## config.mk

```make
export PLATFORM = sky130hd
export DESIGN_NAME = serial_subtractor_4bit_flat
export DESIGN_NICKNAME = d
export VERILOG_FILES = /design/src/rtl/serial_subtractor_4bit_if.sv /design/src/rtl/serial_subtractor_4bit.sv /design/src/flat_wrapper.sv
export SDC_FILE = /design/constraint.sdc
export NUM_CORES = 1
export LEC_CHECK = 0
export ABC_AREA = 0
export CAP_MARGIN = 20
export CORE_MARGIN = 5
export CORE_UTILIZATION = 24
export CTS_CLUSTER_DIAMETER = 40
export DETAILED_ROUTE_END_ITERATION = 8
export PLACE_DENSITY = 0.53
export SYNTH_ARGS = -nofsm -noshare
export SYNTH_HDL_FRONTEND = slang
export SYNTH_SLANG_ARGS = --single-unit
```

## constraint.sdc

```tcl
create_clock -name clk -period 2.9 [get_ports clk]
set_input_delay 0.725 -clock clk [delete_from_list [all_inputs] [get_ports clk]]
set_output_delay 0.725 -clock clk [all_outputs]
set_load 0.03 [all_outputs]
```

## src/rtl/serial_subtractor_4bit_if.sv

```systemverilog
// Handshake bundle for the bit-serial subtractor.
// Valid/ready rule, both directions: a transfer happens on a rising clock edge
// where valid and ready are both high; the sender holds its payload stable
// while valid is high and ready is low, and ready never depends
// combinationally on valid.
interface serial_subtractor_4bit_if #(
   parameter int WIDTH = 4
);
   logic             in_valid;
   logic             in_ready;
   logic [WIDTH-1:0] a;
   logic [WIDTH-1:0] b;
   logic             bin;
   logic             out_valid;
   logic             out_ready;
   logic [WIDTH-1:0] d;
   logic             bout;

   // Upstream/downstream side: supplies operands, consumes the result.
   modport master (
      output in_valid, a, b, bin, out_ready,
      input  in_ready, out_valid, d, bout
   );

   // Subtractor side.
   modport slave (
      input  in_valid, a, b, bin, out_ready,
      output in_ready, out_valid, d, bout
   );
endinterface

```

## src/rtl/serial_subtractor_4bit.sv

```systemverilog
// Bit-serial subtractor: {bout,d} = a - b - bin, one bit per clock, LSB first.
// IDLE accepts operands, RUN processes WIDTH bits, DONE holds the result
// until downstream takes it. The result registers are only written at the
// final bit edge, so d/bout stay at the last result through IDLE and RUN.
// All outputs come straight from registers.
module serial_subtractor_4bit #(
   parameter int WIDTH = 4
) (
   input  logic                    clk,
   input  logic                    rst_n,
   serial_subtractor_4bit_if.slave bus_if,
   output logic [1:0]              dbg_state_o
);

   localparam int CNT_W = $clog2(WIDTH + 1);

   localparam logic [1:0] S_IDLE = 2'd0;
   localparam logic [1:0] S_RUN  = 2'd1;
   localparam logic [1:0] S_DONE = 2'd2;

   logic [1:0]       state_q,  state_d;
   logic [CNT_W-1:0] cnt_q,    cnt_d;
   logic [WIDTH-1:0] a_sh_q,   a_sh_d;
   logic [WIDTH-1:0] b_sh_q,   b_sh_d;
   logic [WIDTH-1:0] d_sh_q,   d_sh_d;
   logic             brw_q,    brw_d;
   logic [WIDTH-1:0] d_res_q,  d_res_d;
   logic             bout_q,   bout_d;

   logic             a_bit;
   logic             b_bit;
   logic             diff_bit;
   logic             brw_next;
   logic [WIDTH:0]   d_cat;
   logic [WIDTH-1:0] d_shifted;

   // One full-subtractor cell on the current LSBs, plus the d shift-in at the MSB.
   always_comb begin
      a_bit     = a_sh_q[0];
      b_bit     = b_sh_q[0];
      diff_bit  = a_bit ^ b_bit ^ brw_q;
      brw_next  = (~a_bit & b_bit) | (~(a_bit ^ b_bit) & brw_q);
      d_cat     = {diff_bit, d_sh_q};
      d_shifted = d_cat[WIDTH:1];
   end

   // Next-state logic for the IDLE/RUN/DONE controller and its datapath.
   always_comb begin
      state_d = state_q;
      cnt_d   = cnt_q;
      a_sh_d  = a_sh_q;
      b_sh_d  = b_sh_q;
      d_sh_d  = d_sh_q;
      brw_d   = brw_q;
      d_res_d = d_res_q;
      bout_d  = bout_q;
      case (state_q)
         S_IDLE: begin
            // in_ready is high throughout IDLE, so in_valid alone is the handshake.
            if (bus_if.in_valid) begin
               a_sh_d  = bus_if.a;
               b_sh_d  = bus_if.b;
               brw_d   = bus_if.bin;
               cnt_d   = '0;
               state_d = S_RUN;
            end
         end
         S_RUN: begin
            a_sh_d = a_sh_q >> 1;
            b_sh_d = b_sh_q >> 1;
            d_sh_d = d_shifted;
            brw_d  = brw_next;
            cnt_d  = cnt_q + CNT_W'(1);
            if (cnt_q == CNT_W'(WIDTH - 1)) begin
               d_res_d = d_shifted;
               bout_d  = brw_next;
               state_d = S_DONE;
            end
         end
         S_DONE: begin
            if (bus_if.out_ready) begin
               state_d = S_IDLE;
            end
         end
         default: begin
            state_d = S_IDLE;
         end
      endcase
   end

   // State and datapath registers; reset aborts any operation in flight.
   always_ff @(posedge clk or negedge rst_n) begin
      if (!rst_n) begin
         state_q <= S_IDLE;
         cnt_q   <= '0;
         a_sh_q  <= '0;
         b_sh_q  <= '0;
         d_sh_q  <= '0;
         brw_q   <= 1'b0;
         d_res_q <= '0;
         bout_q  <= 1'b0;
      end else begin
         state_q <= state_d;
         cnt_q   <= cnt_d;
         a_sh_q  <= a_sh_d;
         b_sh_q  <= b_sh_d;
         d_sh_q  <= d_sh_d;
         brw_q   <= brw_d;
         d_res_q <= d_res_d;
         bout_q  <= bout_d;
      end
   end

   // Handshake flags decode directly from the state register.
   always_comb begin
      bus_if.in_ready  = (state_q == S_IDLE);
      bus_if.out_valid = (state_q == S_DONE);
      bus_if.d         = d_res_q;
      bus_if.bout      = bout_q;
      dbg_state_o      = state_q;
   end

endmodule

```

## src/flat_wrapper.sv

```systemverilog
// flat-port wrapper written by rule: the top's interface ports become plain ports
module serial_subtractor_4bit_flat 
#(
   parameter int WIDTH = 4
)
  (clk, rst_n, dbg_state_o, bus_if_in_valid, bus_if_a, bus_if_b, bus_if_bin, bus_if_out_ready, bus_if_in_ready, bus_if_out_valid, bus_if_d, bus_if_bout);
  serial_subtractor_4bit_if #(.WIDTH(WIDTH)) bus_if_i ();
  input  logic clk;
  input  logic rst_n;
  output logic [1:0] dbg_state_o;
  input wire logic [$bits(bus_if_i.in_valid)-1:0] bus_if_in_valid;
  input wire logic [$bits(bus_if_i.a)-1:0] bus_if_a;
  input wire logic [$bits(bus_if_i.b)-1:0] bus_if_b;
  input wire logic [$bits(bus_if_i.bin)-1:0] bus_if_bin;
  input wire logic [$bits(bus_if_i.out_ready)-1:0] bus_if_out_ready;
  output wire logic [$bits(bus_if_i.in_ready)-1:0] bus_if_in_ready;
  output wire logic [$bits(bus_if_i.out_valid)-1:0] bus_if_out_valid;
  output wire logic [$bits(bus_if_i.d)-1:0] bus_if_d;
  output wire logic [$bits(bus_if_i.bout)-1:0] bus_if_bout;
  assign bus_if_i.in_valid = bus_if_in_valid;
  assign bus_if_i.a = bus_if_a;
  assign bus_if_i.b = bus_if_b;
  assign bus_if_i.bin = bus_if_bin;
  assign bus_if_i.out_ready = bus_if_out_ready;
  assign bus_if_in_ready = bus_if_i.in_ready;
  assign bus_if_out_valid = bus_if_i.out_valid;
  assign bus_if_d = bus_if_i.d;
  assign bus_if_bout = bus_if_i.bout;
  serial_subtractor_4bit #(.WIDTH(WIDTH)) u_core (.clk(clk), .rst_n(rst_n), .bus_if(bus_if_i), .dbg_state_o(dbg_state_o));
endmodule
```

### Yosys cells after proc, flatten, opt, wreduce, memory -nomap -nowiden

Cells that the tools add are included.

* input port bits: 13
* logic and storage cells: 39
* register bits after elaboration: 23

* add/sub/neg operators: 1
* reduce and logical (&&, ||, !) cells: 5
* eq/ne operators: 6
* muxes and demuxes: 12
* bitwise gates (word level): 7

Operator list (count)
* $pmux 4 s2: 2
* $mux 4: 2
* $mux 2: 3
* $pmux 2 s3: 1
* $pmux 3 s2: 1
* $ne 2x2->1 const B: 2
* $reduce_and 2->1: 2
* $add 3x1->3 const B: 1
* $eq 3x2->1 const B: 1
* $mux 3: 1
* $reduce_and 3->1: 1
* $and 1x1->1: 2
* $eq 2x1->1 const B: 1
* $eq 2x2->1 const B: 1
* $logic_not 2->1: 1
* $ne 2x1->1 const B: 1
* $not 1->1: 2
* $pmux 1 s2: 1
* $reduce_bool 2->1: 1
* $xor 1x1->1: 2
* $mux 1: 1
* $or 1x1->1: 1

### Logic depth before layout (Yosys ltp)

* depth after elaboration: 5
* depth in mapped cells: 4
* mapped depth without buffers: 4

### Least setup slack after synthesis

No wires, ideal clock.

* kind: reg-to-output
* from: register u_core.state_q[0], in the netlist u_core.dbg_state_o[0]
* to: output port bus_if_out_valid
* data arrival time: 1.188 ns
* cell stages (with the launch flop): 5
* path slack: 0.987 ns
* path through: dfrtp_1 > buf_4 > buf_4 > nand2b_1 > inv_1

* word-level cells in the longest chain between the ends: 1

RTL lines
* start, declared: RTL line serial_subtractor_4bit.sv:21 `logic [1:0] state_q, state_d;`
* start signal, assigned: RTL line serial_subtractor_4bit.sv:103 `state_q <= state_d;`
* $eq 2x2->1: RTL line serial_subtractor_4bit.sv:117 `bus_if.out_valid = (state_q == S_DONE);`
* end, declared: RTL line flat_wrapper.sv:17 `output wire logic [$bits(bus_if_i.out_valid)-1:0] bus_if_out_valid;`

Every way passes these cells.

### Worst setup path in the final report

* from: register u_core.state_q[0], in the netlist u_core.dbg_state_o[0]
* to: output port bus_if_in_ready

* word-level cells in the longest chain between the ends: 1

RTL lines
* $logic_not 2->1: RTL line serial_subtractor_4bit.sv:116 `bus_if.in_ready = (state_q == S_IDLE);`
* end, declared: RTL line flat_wrapper.sv:16 `output wire logic [$bits(bus_if_i.in_ready)-1:0] bus_if_in_ready;`

Every way passes these cells.

==> impl_results.md <==
* Routed wl met2 at 1160 microns
* #FFs+latches synth at 22
* Compound-cell area share of the yosys netlist at 13.2%
* Cts hold-fix bufs at 0
* Worst-skew pair later-pin latency at 0.27 ns
* TritonCTS buffer count at 3
* Critical Path Sink: bus_if_in_ready
* Detailed Routing Iterations Pass 1 at 4
* Final Cycle Share at between 90% and 100%
* Pwr/cell area at 1150 mW/mm^2
* Synth area leader: dfrtp_1
* Clock Sinks at 22
* Min cycle time layout at 2.63 ns
* Fmax at 0.380 GHz
* Simple-gate share of the synthesized area at between 10% and 20%
* Crit. Startpoint: u_core.dbg_state_o[0]$_DFFE_PN0P_
* Req. time, crit path at approximately 2.2 ns
* Post-synth top area share at between 50% and 60%
* Initial antenna violation count at 0
* Chip height at roughly 77 microns
* Most common cell after layout, fill and taps aside: dfrtp_1
* Ports at 22
* Worst-case clock buffer depth at 2
* Power consumption at 1.61 mW
* Syn Std Cell Area at 0.00108 sq mm
* Number of global-route vias before repair at between 800 and 900
* Slew Limit Fails at 0
* GP Congestion at just under 0.7
* Setup TNS at 0 ns
* Hold WC Path Type: flip-flop to flip-flop
* Reg-to-reg endpoint: u_core.d_sh_q[2]$_DFFE_PN0P_
* Synth Area in Adders at 4.16%
* First-pass GRT wire length at between 4000 and 5000 microns
* Post-Syn Instances at between 80 and 90
* CP max FO at 9
* Layout fillers at 430
* Post-synthesis sequential area ratio at between 50% and 60%
* CTS tree: yes
* Post-DP HPWL at 1700 microns
* Main combinational cell family by area after synthesis: simple AND/OR/NAND/NOR gates
* Peak supply drop at about 330 uV
* DR WL met3 at between 100 and 150 microns
* Largest net degree at the start of global routing at 23
* Number of port buffers at 21
* Syn_nets at 99
* RR Startpoint: u_core.dbg_state_o[0]$_DFFE_PN0P_
* PostCTS Resize Cnt at 0
* P&R area growth vs syn at 29.7%
* Avg Inst Size Synth at ~13 sq um
* Synthesis Warnings at 0
* Arr. time, crit path at 1.91 ns
* Clock Pin Slew Worst Setup and Hold Paths at ~0.080 ns
* Final setup skew at about 0.0072 ns
* Core area at approximately 0.0044 sq mm
* Layout Nets at 124
* Antenna viol nets, final at 0
* Rel. slew slack at between 60% and 70%
* Ant diodes at 0
* GRT overflow at 0
* WL/cell at 14.7 microns
* Number of max-cap violations at 0
* Startpoint type of the worst setup path: flip-flop
* H-tree depth at 1
* Clk root buf: clkbuf_8
* Initial Util at 24.9%
* Most frequent cells in the layout: dfrtp_1, clkdlybuf4s50_1, inv_1
* Leak Pwr at 0.619 nW
* Die ar. at around 0.006 sq mm
* Post-CTS setup buffers at 0
* Synth unique cells at 29
* Drt total wl at around 2300 microns
* Hold_ws at roughly 0.5 ns
* Worst Reg2Reg Path Length in Cells at 3
* DR vias/cell at between 4 and 5
* R2R Setup Slk at approximately 1.4 ns
* Die Wd at just under 80 microns
* Final hold violations at 0
* Worst Tran Pin Value at ~0.46 ns
* Top area cells in the synthesized netlist: dfrtp_1, mux2_2, inv_1, a222oi_1, nor3b_1
* Final setup vio count at 0
* Via count at roughly 740
* GRT Total Usage at under 10%
* Drt drc at 0
* Layout cells sized above 1 at 21.5%
* Post-layout util at 32.2%
* Multiplexer share of the synthesized area at 10.3%
* Placement Rows at 24
* Routed met1 length at around 1000 microns
* Result of the run: completed
* Crit Path Class: flip-flop to output pin
* CP endpoint kind: output pin
* First DRT Iteration DRCs at 34
* XOR/XNOR Fraction of Synth Area at 0%
* Highest metal used: met4
* RSZ-0062 raised after global routing: false
-- cell type report --
class,instances,area (sq um),area share (%)
Clock buffer,4,55.1,3.92
Inverter,11,41.3,2.94
Multi-Input combinational cell,46,459,32.7
Sequential cell,22,551,39.2
Tap cell,52,65.1,4.63
Timing Repair Buffer,24,233,16.6
-- power by group --
part,switching (mW),internal [mW]
logic,0.415,0.412
registers,0.101,0.457
clock network,0.104,0.121
-- worst max-delay path, stage by stage, from the launching register on --
cell and delay [ns]:
dfrtp_1 0.53, nor2_2 0.36, clkdlybuf4s50_1 0.74
-- cell usage after synthesis --
cell and n:
a32o_1 1, inv_1 11, mux2_2 7, buf_4 2, and2_1 1, nor2b_4 1, buf_2 1, mux2i_4 1
a211oi_1 3, nand2b_4 1, fa_1 1, nor2b_1 4, ha_1 2, o21ba_4 1, o22ai_2 1, nand2b_1 3
o21ai_0 1, dfrtp_1 22, a221o_2 1, nor2_2 1, nor3b_1 4, a222oi_1 4, buf_6 1, mux2i_1 1
a22o_1 1, nor4b_1 3, nand3b_4 1, a21oi_1 1, o21bai_2 1
-- metrics by stage --
stage	instance area, sq um	worst slack [ns]	std cells
3_5_place_dp	1350	0.580	155
5_1_grt	1400	0.206	159
2_1_floorplan	1080	0.987	83
6_report	1400	0.266	159
4_1_cts	1400	0.285	159
3_3_place_gp	1350	0.619	155
-- registers in the layout (all words and copies together) (netlist names) --
register	cells
u_core.brw_q	1
u_core.bus_if.bout	1
u_core.b_sh_q	4
u_core.d_sh_q	3
u_core.cnt_q	3
u_core.dbg_state_o	2
u_core.a_sh_q	4
u_core.bus_if.d	4
-- layer usage --
metal  track usage (%)  up-vias
met2              13.3       16
met1              10.4      381
met3              3.28        2
met4              2.58        0
li1                  -      343
met5                 0        -
-- worst min-delay path by stage --
stage,slack (ns),depth (start not counted),startpoint,endpoint
2_1_floorplan,0.43,0,rst_n,u_core.a_sh_q[0]$_DFFE_PN0P_
3_3_place_gp,0.48,1,u_core.a_sh_q[3]$_DFFE_PN0P_,u_core.a_sh_q[3]$_DFFE_PN0P_
3_5_place_dp,0.49,1,u_core.a_sh_q[3]$_DFFE_PN0P_,u_core.a_sh_q[3]$_DFFE_PN0P_
4_1_cts,0.51,1,u_core.a_sh_q[3]$_DFFE_PN0P_,u_core.a_sh_q[3]$_DFFE_PN0P_
5_1_grt,0.53,1,u_core.a_sh_q[3]$_DFFE_PN0P_,u_core.a_sh_q[3]$_DFFE_PN0P_
6_report,0.51,1,u_core.a_sh_q[3]$_DFFE_PN0P_,u_core.a_sh_q[3]$_DFFE_PN0P_
-- cell families after synthesis --
kind of cell	count (synthesis)
and+or+nand+nor	19
adders and majority gates	3
muxes	9
buffers and inverters	15
DFF	22
AOI/OAI and AO/OA	15
(Power assumes the default switching activity.)
